==> src/rtl/attest_scheduler.sv <==
// Attestation request scheduler: round-robin grant of two requesters, then PC tracking
// through the protected routine window. Optional run watchdog: ATTEST_RUN_WDT_EN.
module attest_scheduler #(
  parameter logic [15:0] FST_ADDR      = 16'h1234,
  parameter logic [15:0] LST_ADDR      = 16'h123F,
  parameter logic [15:0] ENTRY_TIMEOUT = 16'd1024,
  parameter logic [7:0]  RESET_HOLD    = 8'd16,
  parameter logic [15:0] RUN_MAX       = 16'd4096
) (
  input  logic        clk,
  input  logic        reset_n,
  input  logic [15:0] pc,
  input  logic [1:0]  req,
  output logic [1:0]  gnt,
  output logic        trig,
  output logic        busy,
  output logic        done,
  output logic        err,
  output logic [2:0]  err_code,
  output logic        reset_req
);

  typedef enum logic [2:0] {
    S_IDLE,
    S_WAIT_ENTRY,
    S_RUN,
    S_DONE,
    S_ERROR
  } state_t;

  state_t      r_state;
  state_t      w_state_next;
  logic [15:0] r_cnt;
  logic [1:0]  r_gnt;
  logic        r_rr;
  logic [2:0]  r_err_code;
  logic [2:0]  w_err_code_next;
  logic [1:0]  w_grant;
  logic        w_in_window;
  logic        w_mid_entry;
  logic        w_err_first;

  assign w_in_window = (pc >= FST_ADDR) && (pc <= LST_ADDR);
  assign w_mid_entry = (pc > FST_ADDR) && (pc <= LST_ADDR);
  // r_cnt only equals the full hold value on the first ERROR cycle, since it counts down
  assign w_err_first = (r_state == S_ERROR) && (r_cnt == {8'd0, RESET_HOLD});

`ifdef ATTEST_RUN_WDT_EN
  logic [15:0] r_run_cnt;

  always_ff @(posedge clk or negedge reset_n) begin
    if (!reset_n) begin
      r_run_cnt <= 16'd0;
    end else if ((r_state == S_WAIT_ENTRY) && (w_state_next == S_RUN)) begin
      r_run_cnt <= RUN_MAX;
    end else if (r_state == S_RUN) begin
      r_run_cnt <= r_run_cnt - 16'd1;
    end
  end
`else
  logic w_unused_run_max;
  assign w_unused_run_max = ^RUN_MAX;
`endif

  always_ff @(posedge clk or negedge reset_n) begin
    if (!reset_n) begin
      r_state <= S_IDLE;
    end else begin
      r_state <= w_state_next;
    end
  end

  always_comb begin
    w_state_next    = r_state;
    w_err_code_next = r_err_code;
    w_grant         = 2'b00;
    case (r_state)
      S_IDLE: begin
        if (req != 2'b00) begin
          w_state_next = S_WAIT_ENTRY;
          w_grant      = (req == 2'b11) ? (r_rr ? 2'b10 : 2'b01) : req;
        end
      end
      S_WAIT_ENTRY: begin
        if (pc == FST_ADDR) begin
          w_state_next = S_RUN;
        end else if (w_mid_entry) begin
          w_state_next    = S_ERROR;
          w_err_code_next = 3'b011;
        end else if ((req & r_gnt) == 2'b00) begin
          w_state_next = S_IDLE;
        end else if (r_cnt <= 16'd1) begin
          w_state_next    = S_ERROR;
          w_err_code_next = 3'b001;
        end
      end
      S_RUN: begin
        if (pc == LST_ADDR) begin
          w_state_next = S_DONE;
        end else if (!w_in_window) begin
          w_state_next    = S_ERROR;
          w_err_code_next = 3'b010;
`ifdef ATTEST_RUN_WDT_EN
        end else if (r_run_cnt <= 16'd1) begin
          w_state_next    = S_ERROR;
          w_err_code_next = 3'b100;
`endif
        end
      end
      S_DONE: begin
        w_state_next = S_IDLE;
      end
      S_ERROR: begin
        if (r_cnt <= 16'd1) begin
          w_state_next = S_IDLE;
        end
      end
      default: begin
        w_state_next = S_IDLE;
      end
    endcase
  end

  // Shared down-counter: entry timeout in WAIT_ENTRY, reset hold in ERROR
  always_ff @(posedge clk or negedge reset_n) begin
    if (!reset_n) begin
      r_cnt      <= 16'd0;
      r_gnt      <= 2'b00;
      r_err_code <= 3'b000;
    end else if ((r_state == S_IDLE) && (w_state_next == S_WAIT_ENTRY)) begin
      r_gnt <= w_grant;
      r_cnt <= ENTRY_TIMEOUT;
    end else if ((r_state != S_ERROR) && (w_state_next == S_ERROR)) begin
      r_cnt      <= {8'd0, RESET_HOLD};
      r_err_code <= w_err_code_next;
    end else if ((r_state == S_WAIT_ENTRY) || (r_state == S_ERROR)) begin
      r_cnt <= r_cnt - 16'd1;
    end
  end

  always_ff @(posedge clk or negedge reset_n) begin
    if (!reset_n) begin
      r_rr <= 1'b0;
    end else if ((r_state == S_DONE) ||
                 ((r_state == S_ERROR) && (w_state_next == S_IDLE))) begin
      r_rr <= ~r_rr;
    end
  end

  always_comb begin
    gnt       = (r_state == S_IDLE) ? 2'b00 : r_gnt;
    trig      = (r_state == S_WAIT_ENTRY);
    busy      = (r_state != S_IDLE);
    done      = (r_state == S_DONE);
    err       = w_err_first;
    err_code  = r_err_code;
    reset_req = (r_state == S_ERROR);
  end

endmodule
==> config.mk <==
export PLATFORM = sky130hd
export DESIGN_NAME = attest_scheduler
export DESIGN_NICKNAME = d
export VERILOG_FILES = /design/src/rtl/attest_scheduler.sv
export SDC_FILE = /design/constraint.sdc
export NUM_CORES = 1
export LEC_CHECK = 0
export CORE_UTILIZATION = 55
export CTS_BUF_LIST = sky130_fd_sc_hd__clkbuf_8 sky130_fd_sc_hd__clkbuf_16
export DETAILED_ROUTE_END_ITERATION = 10
export DONT_BUFFER_PORTS = 1
export PLACE_DENSITY_LB_ADDON = 0.15
export REMOVE_ABC_BUFFERS = 1
export SYNTH_ARGS = -nofsm -noshare
export SYNTH_HDL_FRONTEND = slang
export SYNTH_SLANG_ARGS = --single-unit
==> constraint.sdc <==
create_clock -name clk -period 3.7 [get_ports clk]
set_input_delay 0.37 -clock clk [delete_from_list [all_inputs] [get_ports clk]]
set_output_delay 0.37 -clock clk [all_outputs]
set_load 0.005 [all_outputs]
== Word-level counts from Yosys, hierarchy flattened ==
Cells that the tools add are included.

* Shift-type cells: 0
* Add/sub/neg operators: 1
* Magnitude comparators: 4
* Equal/unequal tests: 16
* Divide/modulo/power cells: 0
* Reduce and logical (&&, ||, !) cells: 16
* Multiply operators: 0
* Muxes and demuxes: 24
* Bitwise operators: 3

{| class="wikitable"
|+ Operators with widths
! kind !! number
|-
| 16-bit two-way mux || 3
|-
| 3-bit two-way mux || 14
|-
| 16-bit by 13-bit equality test with 1-bit output (second input constant) || 2
|-
| 16-bit by 5-bit equality test with 1-bit output (second input constant) || 1
|-
| 16-bit by 13-bit greater-or-equal comparator with 1-bit output (second input constant) || 1
|-
| 16-bit by 13-bit greater-than comparator with 1-bit output (second input constant) || 1
|-
| 16-bit by 1-bit <= comparator with 1-bit output (second input constant) || 1
|-
| 16-bit by 13-bit <= comparator with 1-bit output (second input constant) || 1
|-
| 16-bit by 1-bit subtractor with 16-bit output (second input constant) || 1
|-
| 3-bit case mux with 4 select lines || 1
|-
| 2-bit two-way mux || 5
|-
| 8-bit AND reduction || 1
|-
| 3-bit by 1-bit equality test with 1-bit output (second input constant) || 2
|-
| 3-bit by 2-bit equality test with 1-bit output (second input constant) || 2
|-
| 3-bit equality test (second input constant) || 2
|-
| 1-bit logical AND || 6
|-
| 3-bit logical NOT || 2
|-
| 2-bit != test (second input constant) || 3
|-
| 3-bit != test (second input constant) || 2
|-
| 3-bit case mux with 2 select lines || 1
|-
| 3-bit nonzero test || 2
|-
| 2-bit nonzero test || 2
|-
| 3-bit by 1-bit != test with 1-bit output (second input constant) || 1
|-
| 2-bit bitwise AND || 1
|-
| 4 further kinds || 6
|}

* Output and inout port bits: 10
* Memories kept: 0
* Latch bits: 0
* RAM bits: 0
* Bits of input ports: 20
* Logic and storage cells: 69
* ROM bits: 0
* Register bits: 25

== Longest topological paths before layout ==
* Word-level depth: 10
* Depth in mapped cells: 8

== Least setup slack after synthesis ==
Ideal clock, no wire load.

* Path type: reg2reg
* Start point: register r_cnt[5]
* End point: register r_cnt[12]
* Arrival: 1.752 ns
* Setup slack: 1.875 ns
* Setup time: 0.073 ns
* Stages on the path, launching flop included: 6
* Path buffers: 0
* Path through: dfrtp_1 or4_4 nor3_4 nand2_2 or4_4 a21oi_2

* Cells in the longest elaborated chain, start to end: 10
* Elaborated cells between the ends (all ways): 16

{| class="wikitable"
|+ Ends and longest elaborated chain
! what !! RTL line !! RTL
|-
| start, declared || 33 || <nowiki>logic [15:0] r_cnt;</nowiki>
|-
| start signal, assigned || 134 || <nowiki>r_cnt <= {8'd0, RESET_HOLD};</nowiki>
|-
| start signal, assigned || 137 || <nowiki>r_cnt <= r_cnt - 16'd1;</nowiki>
|-
| 16-bit by 1-bit <= comparator with 1-bit output || 92, 114 ||
|-
| 3-bit two-way mux || 92 || <nowiki>end else if (r_cnt <= 16'd1) begin</nowiki>
|-
| 3-bit two-way mux || 90 || <nowiki>end else if ((req & r_gnt) == 2'b00) begin</nowiki>
|-
| 3-bit two-way mux || 87 || <nowiki>end else if (w_mid_entry) begin</nowiki>
|-
| 3-bit two-way mux || 85 || <nowiki>if (pc == FST_ADDR) begin</nowiki>
|-
| 3-bit case mux with 4 select lines || 77 || <nowiki>case (r_state)</nowiki>
|-
| 3-bit equality test || 133 || <nowiki>end else if ((r_state != S_ERROR) && (w_state_next == S_ERROR)) begin</nowiki>
|-
| 1-bit logical AND || 133 ||
|-
| 16-bit two-way mux || 133 ||
|-
| 16-bit two-way mux || 130 || <nowiki>end else if ((r_state == S_IDLE) && (w_state_next == S_WAIT_ENTRY)) begin</nowiki>
|}

Parallel ways exist; a longest one is shown, timed or not. The select of a mux whose other input is x is not followed.
A chain may end at the register's enable or synchronous reset.

== Final worst setup path ==
* Start point: register r_cnt[10]
* End point: register r_cnt[6]

* Cells in the longest elaborated chain, start to end: 10
* Elaborated cells between the ends (all ways): 14

{| class="wikitable"
|+ Ends and longest elaborated chain
! what !! RTL line
|-
| 16-bit by 1-bit <= comparator with 1-bit output * || 92, 114
|-
| 3-bit two-way mux || 92
|-
| 3-bit two-way mux || 90
|-
| 3-bit two-way mux || 87
|-
| 3-bit two-way mux || 85
|-
| 3-bit case mux with 4 select lines * || 77
|-
| 3-bit equality test || 133
|-
| 1-bit logical AND || 133
|-
| 16-bit two-way mux || 133
|-
| 16-bit two-way mux || 130
|}

Mark *: on every way between the ends. The rest lies on a longest branch, timed or not.

==> results <==
- For this design, the sink count on the clock tree is 24.
- The number of synthesized flops with an enable pin is 0.
- The maximum number of pins on one net before global-route repair is 25.
- For this run, the top clock speed supported by timing is 0.467 GHz.
- Synthesis inferred 24 register bits.
- Each instance of the synthesized netlist takes up on average 9.18 um2.
- The family with the most delay on the worst path is compound AO/OA/AOI/OAI gates.
- The power density over the cells is 773 nW/um2.
- The startpoint of the lowest-slack register-to-register path is r_cnt[10].
- The pre-CTS setup slack is 1.54 ns.
- In the layout the commonest cells are sky130_fd_sc_hd__nor2_1, sky130_fd_sc_hd__dfrtp_1, sky130_fd_sc_hd__nand2_1.
- After clock tree synthesis, the flow added hold-fix buffers numbering 1.
- The number of ports placed on the die boundary is 30.
- The pre-antenna-repair detailed-routing pass consisted of 4 iterations.
- For this run, the number of Yosys warnings is 0.
- In this run, the number of DRC markers left after iteration 0 of detailed routing was 19.
- The post-synth design cell area is 1460 um2.
- The arrival time of the worst setup path is 2.28 ns.
- The clock passes through at most 2 buffers.
- The path category of the worst min-delay check is primary input to flip-flop.
- The depth of the worst register-to-register path is 5.
- The die outline area is 2860 um2.
- The count of maximum capacitance violations is 0.
- After clock tree synthesis, the clock-pin slew on the worst setup and hold paths is 0.08 ns.
- In the final design database the tool counted 184 nets.
- The worst setup path is captured at a flip-flop.
- The max-slew violation total from the final report is 0.
- In the synthesized netlist the async set-or-reset flop fraction comes to 100%.
- Once detail routing completed, the nets flagged for antenna violations numbered 0.
- The critical path starts at r_cnt[10].
- Across the VDD grid, the largest voltage drop is 0.419 mV.
- The count of buffers added by post-CTS timing repair for setup is 0.
- The gate count after technology mapping is 159.
- The via-per-instance ratio is 6.17.
- The minimum clock period after layout is 2.14 ns.
- STA classifies the critical path startpoint as a flip-flop.
- For the pin with the worst max-slew slack, the measured transition is 1.10 ns.
- After floorplanning, the core was divided into 18 placement rows.
- The fill cell instance count of the final layout is 204.
- After layout, the design draws a total of 1.19 mW.
- CTS built an H-tree with a depth of 1.
- Traced cell by cell, the critical path runs through nor4_1, nand4b_1, o31a_1, o21ai_2, nor2_1.
- The critical path runs through a total of 5 cells.
- The worst hold path terminates at r_gnt[1].
- The kind of critical path is flip-flop to flip-flop.
- In the final timing run, aggregate negative setup slack is 0 ns.
- The overall global routing resource usage is 23.2%.
- The die is 53.5 um tall.
- The placed wire-length estimate after detailed placement is 2170 um.
- The placed instance count is 185.
- The slowest stage cell on the critical path is sky130_fd_sc_hd__dfrtp_1.
- The maximum single-stage delay on the critical path is 0.45 ns.
- The worst path meets setup with 1.56 ns of slack.
- For this run, design rule violations remaining after detail routing come to 0.
- The first global-routing pass estimated 4660 um of wire.
- The core region is 2500 um2.
- Counting instances, the worst hold path has a depth of 1.
- The congestion estimate from routability-driven global placement came to 0.923.
- The critical path buffer and inverter count is 0.
- The distinct cell type count of the synthesized netlist is 52.
- In this run the critical register-to-register path is captured at r_cnt[6].
- Setup violations remaining at the end of the flow were counted as 0.
- The routed length per placed instance is 15.5 um.
- The data required time of the critical path is 3.83 ns.
- The startpoint of the lowest-slack hold path is req[0].
- The run finished with clean final reports.
- The placed instance area is 1470 um2.
- The aggregate global routing overflow is 0.
- The number of global-route vias before repair is 1,029.
- Summing the sequential cell areas from Yosys gives 41.2% of the chip area.
- Among all flip-flop cells after synthesis, the most frequent one is sky130_fd_sc_hd__dfrtp_1.
- Leaving out filler cells and counting taps, the final layout contains 190.
- The summed area of non-filler cells in the final layout is 1540 um2.
- The total count of hold-check failures in the final report is 0.
- Across the routed clock network, the largest skew measured is 0.00461 ns.
- TritonCTS built the clock tree.
- The clock latency on the worst-skew pair is 0.27 ns.
- Cells with a size suffix above 1 make up 9.38% of the layout.
- Buffers inserted during clock tree synthesis total 3.
- The area growth from synthesis to layout is 5.49%.
- The initial cell density of the core is 58.4%.
- The normalized max-slew margin is 26.3%.
- In this run the register-to-register setup slack is 1.56 ns.
- Setup repair after global routing left no endpoint under its margin.
- The number of input and output port buffers inserted is 0.
- In the finished design, the share of the clock period the worst path needs comes to 57.9%.
- The post-cts gate resize count is 0.
- The number of antenna diodes in the final layout is 0.
- The reported leakage power is 0.653 nW.
- After detailed routing, the total wire length is 2940 um.
- In this run the worst path has a maximum fanout of 12.
- The initial antenna violation count is 0.
- The overall via count from detail_route is 1,172.
- The cell sitting at the root of the clock tree is a sky130_fd_sc_hd__clkbuf_8.
- The die outline width is 53.5 um.
==> flip-flops by register name, summed over array words and instances (netlist names) <==
signal,cells
err_code,2
r_gnt,2
r_state,3
r_cnt,16
r_rr,1
==> through the flow <==
step / hold slack (ns) / util (%)
2_1_floorplan: 0.0744 / -
3_3_place_gp: 0.0750 / 59.0
3_5_place_dp: 0.0750 / 59.0
4_1_cts: 0.181 / 61.6
5_1_grt: 0.177 / 61.6
6_report: 0.193 / 61.6
==> power by group <==
part,internal (mW),switching [mW]
combinational,0.237,0.325
clock,0.0950,0.0822
sequential,0.348,0.102
total,0.680,0.509
==> cell type report <==
class,count,area (um2),share of cell area [%]
clock buffers,4,55.1,3.58
inverters,6,22.5,1.46
multi-input cells,125,813,52.8
flip-flops and latches,24,601,39.0
well taps,30,37.5,2.44
repair buffers,1,10.0,0.650
==> worst reg2reg max path: stages, from the launching register on <==
cell                       delay, ns
sky130_fd_sc_hd__dfrtp_1        0.45
sky130_fd_sc_hd__nor4_1         0.41
sky130_fd_sc_hd__nand4b_1       0.24
sky130_fd_sc_hd__o31a_1         0.38
sky130_fd_sc_hd__o21ai_2        0.43
sky130_fd_sc_hd__nor2_1         0.11
==> worst max path at each step <==
stage | endpoint | slack (ns)
after floorplan | r_cnt[12] | 1.87
after global placement | r_cnt[11] | 1.59
after detailed placement | r_cnt[9] | 1.54
after CTS | r_cnt[11] | 1.52
after global routing | r_cnt[9] | 1.29
final | r_cnt[6] | 1.56
==> cells in the mapped netlist, types with 2 or more instances <==
cell                       instances  share of area, %
sky130_fd_sc_hd__dfrtp_1          24                41
sky130_fd_sc_hd__nor2_1           24               6.2
sky130_fd_sc_hd__nand2_1          12               3.1
sky130_fd_sc_hd__xnor2_1           7               4.2
sky130_fd_sc_hd__a21oi_1           6               2.1
sky130_fd_sc_hd__inv_1             5               1.3
sky130_fd_sc_hd__nand3_1           5               1.7
sky130_fd_sc_hd__nor3_1            5               1.7
sky130_fd_sc_hd__o21ai_0           5               1.7
sky130_fd_sc_hd__xor2_1            5               3.0
sky130_fd_sc_hd__buf_2             3               1.0
sky130_fd_sc_hd__ha_1              3               2.6
sky130_fd_sc_hd__nor2b_1           3               1.3
sky130_fd_sc_hd__o21bai_1          3               1.5
sky130_fd_sc_hd__a211o_1           2               1.2
sky130_fd_sc_hd__a31oi_1           2              0.86
sky130_fd_sc_hd__nand4_1           2              0.86
sky130_fd_sc_hd__nor4_1            2              0.86
sky130_fd_sc_hd__nor4b_1           2               1.2
sky130_fd_sc_hd__o21a_1            2               1.0
sky130_fd_sc_hd__o31a_1            2               1.2
sky130_fd_sc_hd__o31ai_1           2               1.0
sky130_fd_sc_hd__or3_1             2              0.86
sky130_fd_sc_hd__or4_1             2               1.0
sky130_fd_sc_hd__or4_4             2               1.5
==> layer usage <==
metal  part of all wire, %  track usage [%]
met1                    51             34.5
met2                    43             32.9
met3                   4.2             2.59
met4                   1.8             11.0
met5                     0                0
==> logic make-up (layout without fill, tap and decap cells) <==
| kind of cell | after synthesis | count (layout) | share of synthesized area [%] |
|---|---|---|---|
| AO/OA/AOI/OAI | 36 | 36 | 17.5 |
| XOR/XNOR | 12 | 12 | 7.20 |
| adder cells (fa/ha/maj) | 3 | 3 | 2.57 |
| buffers and inverters | 10 | 11 | 3.09 |
| flip-flops | 24 | 24 | 41.2 |
| other | 1 | 1 | 0.257 |
| AND/OR/NAND/NOR | 73 | 73 | 28.2 |
Power figures use the tool's default switching activity.
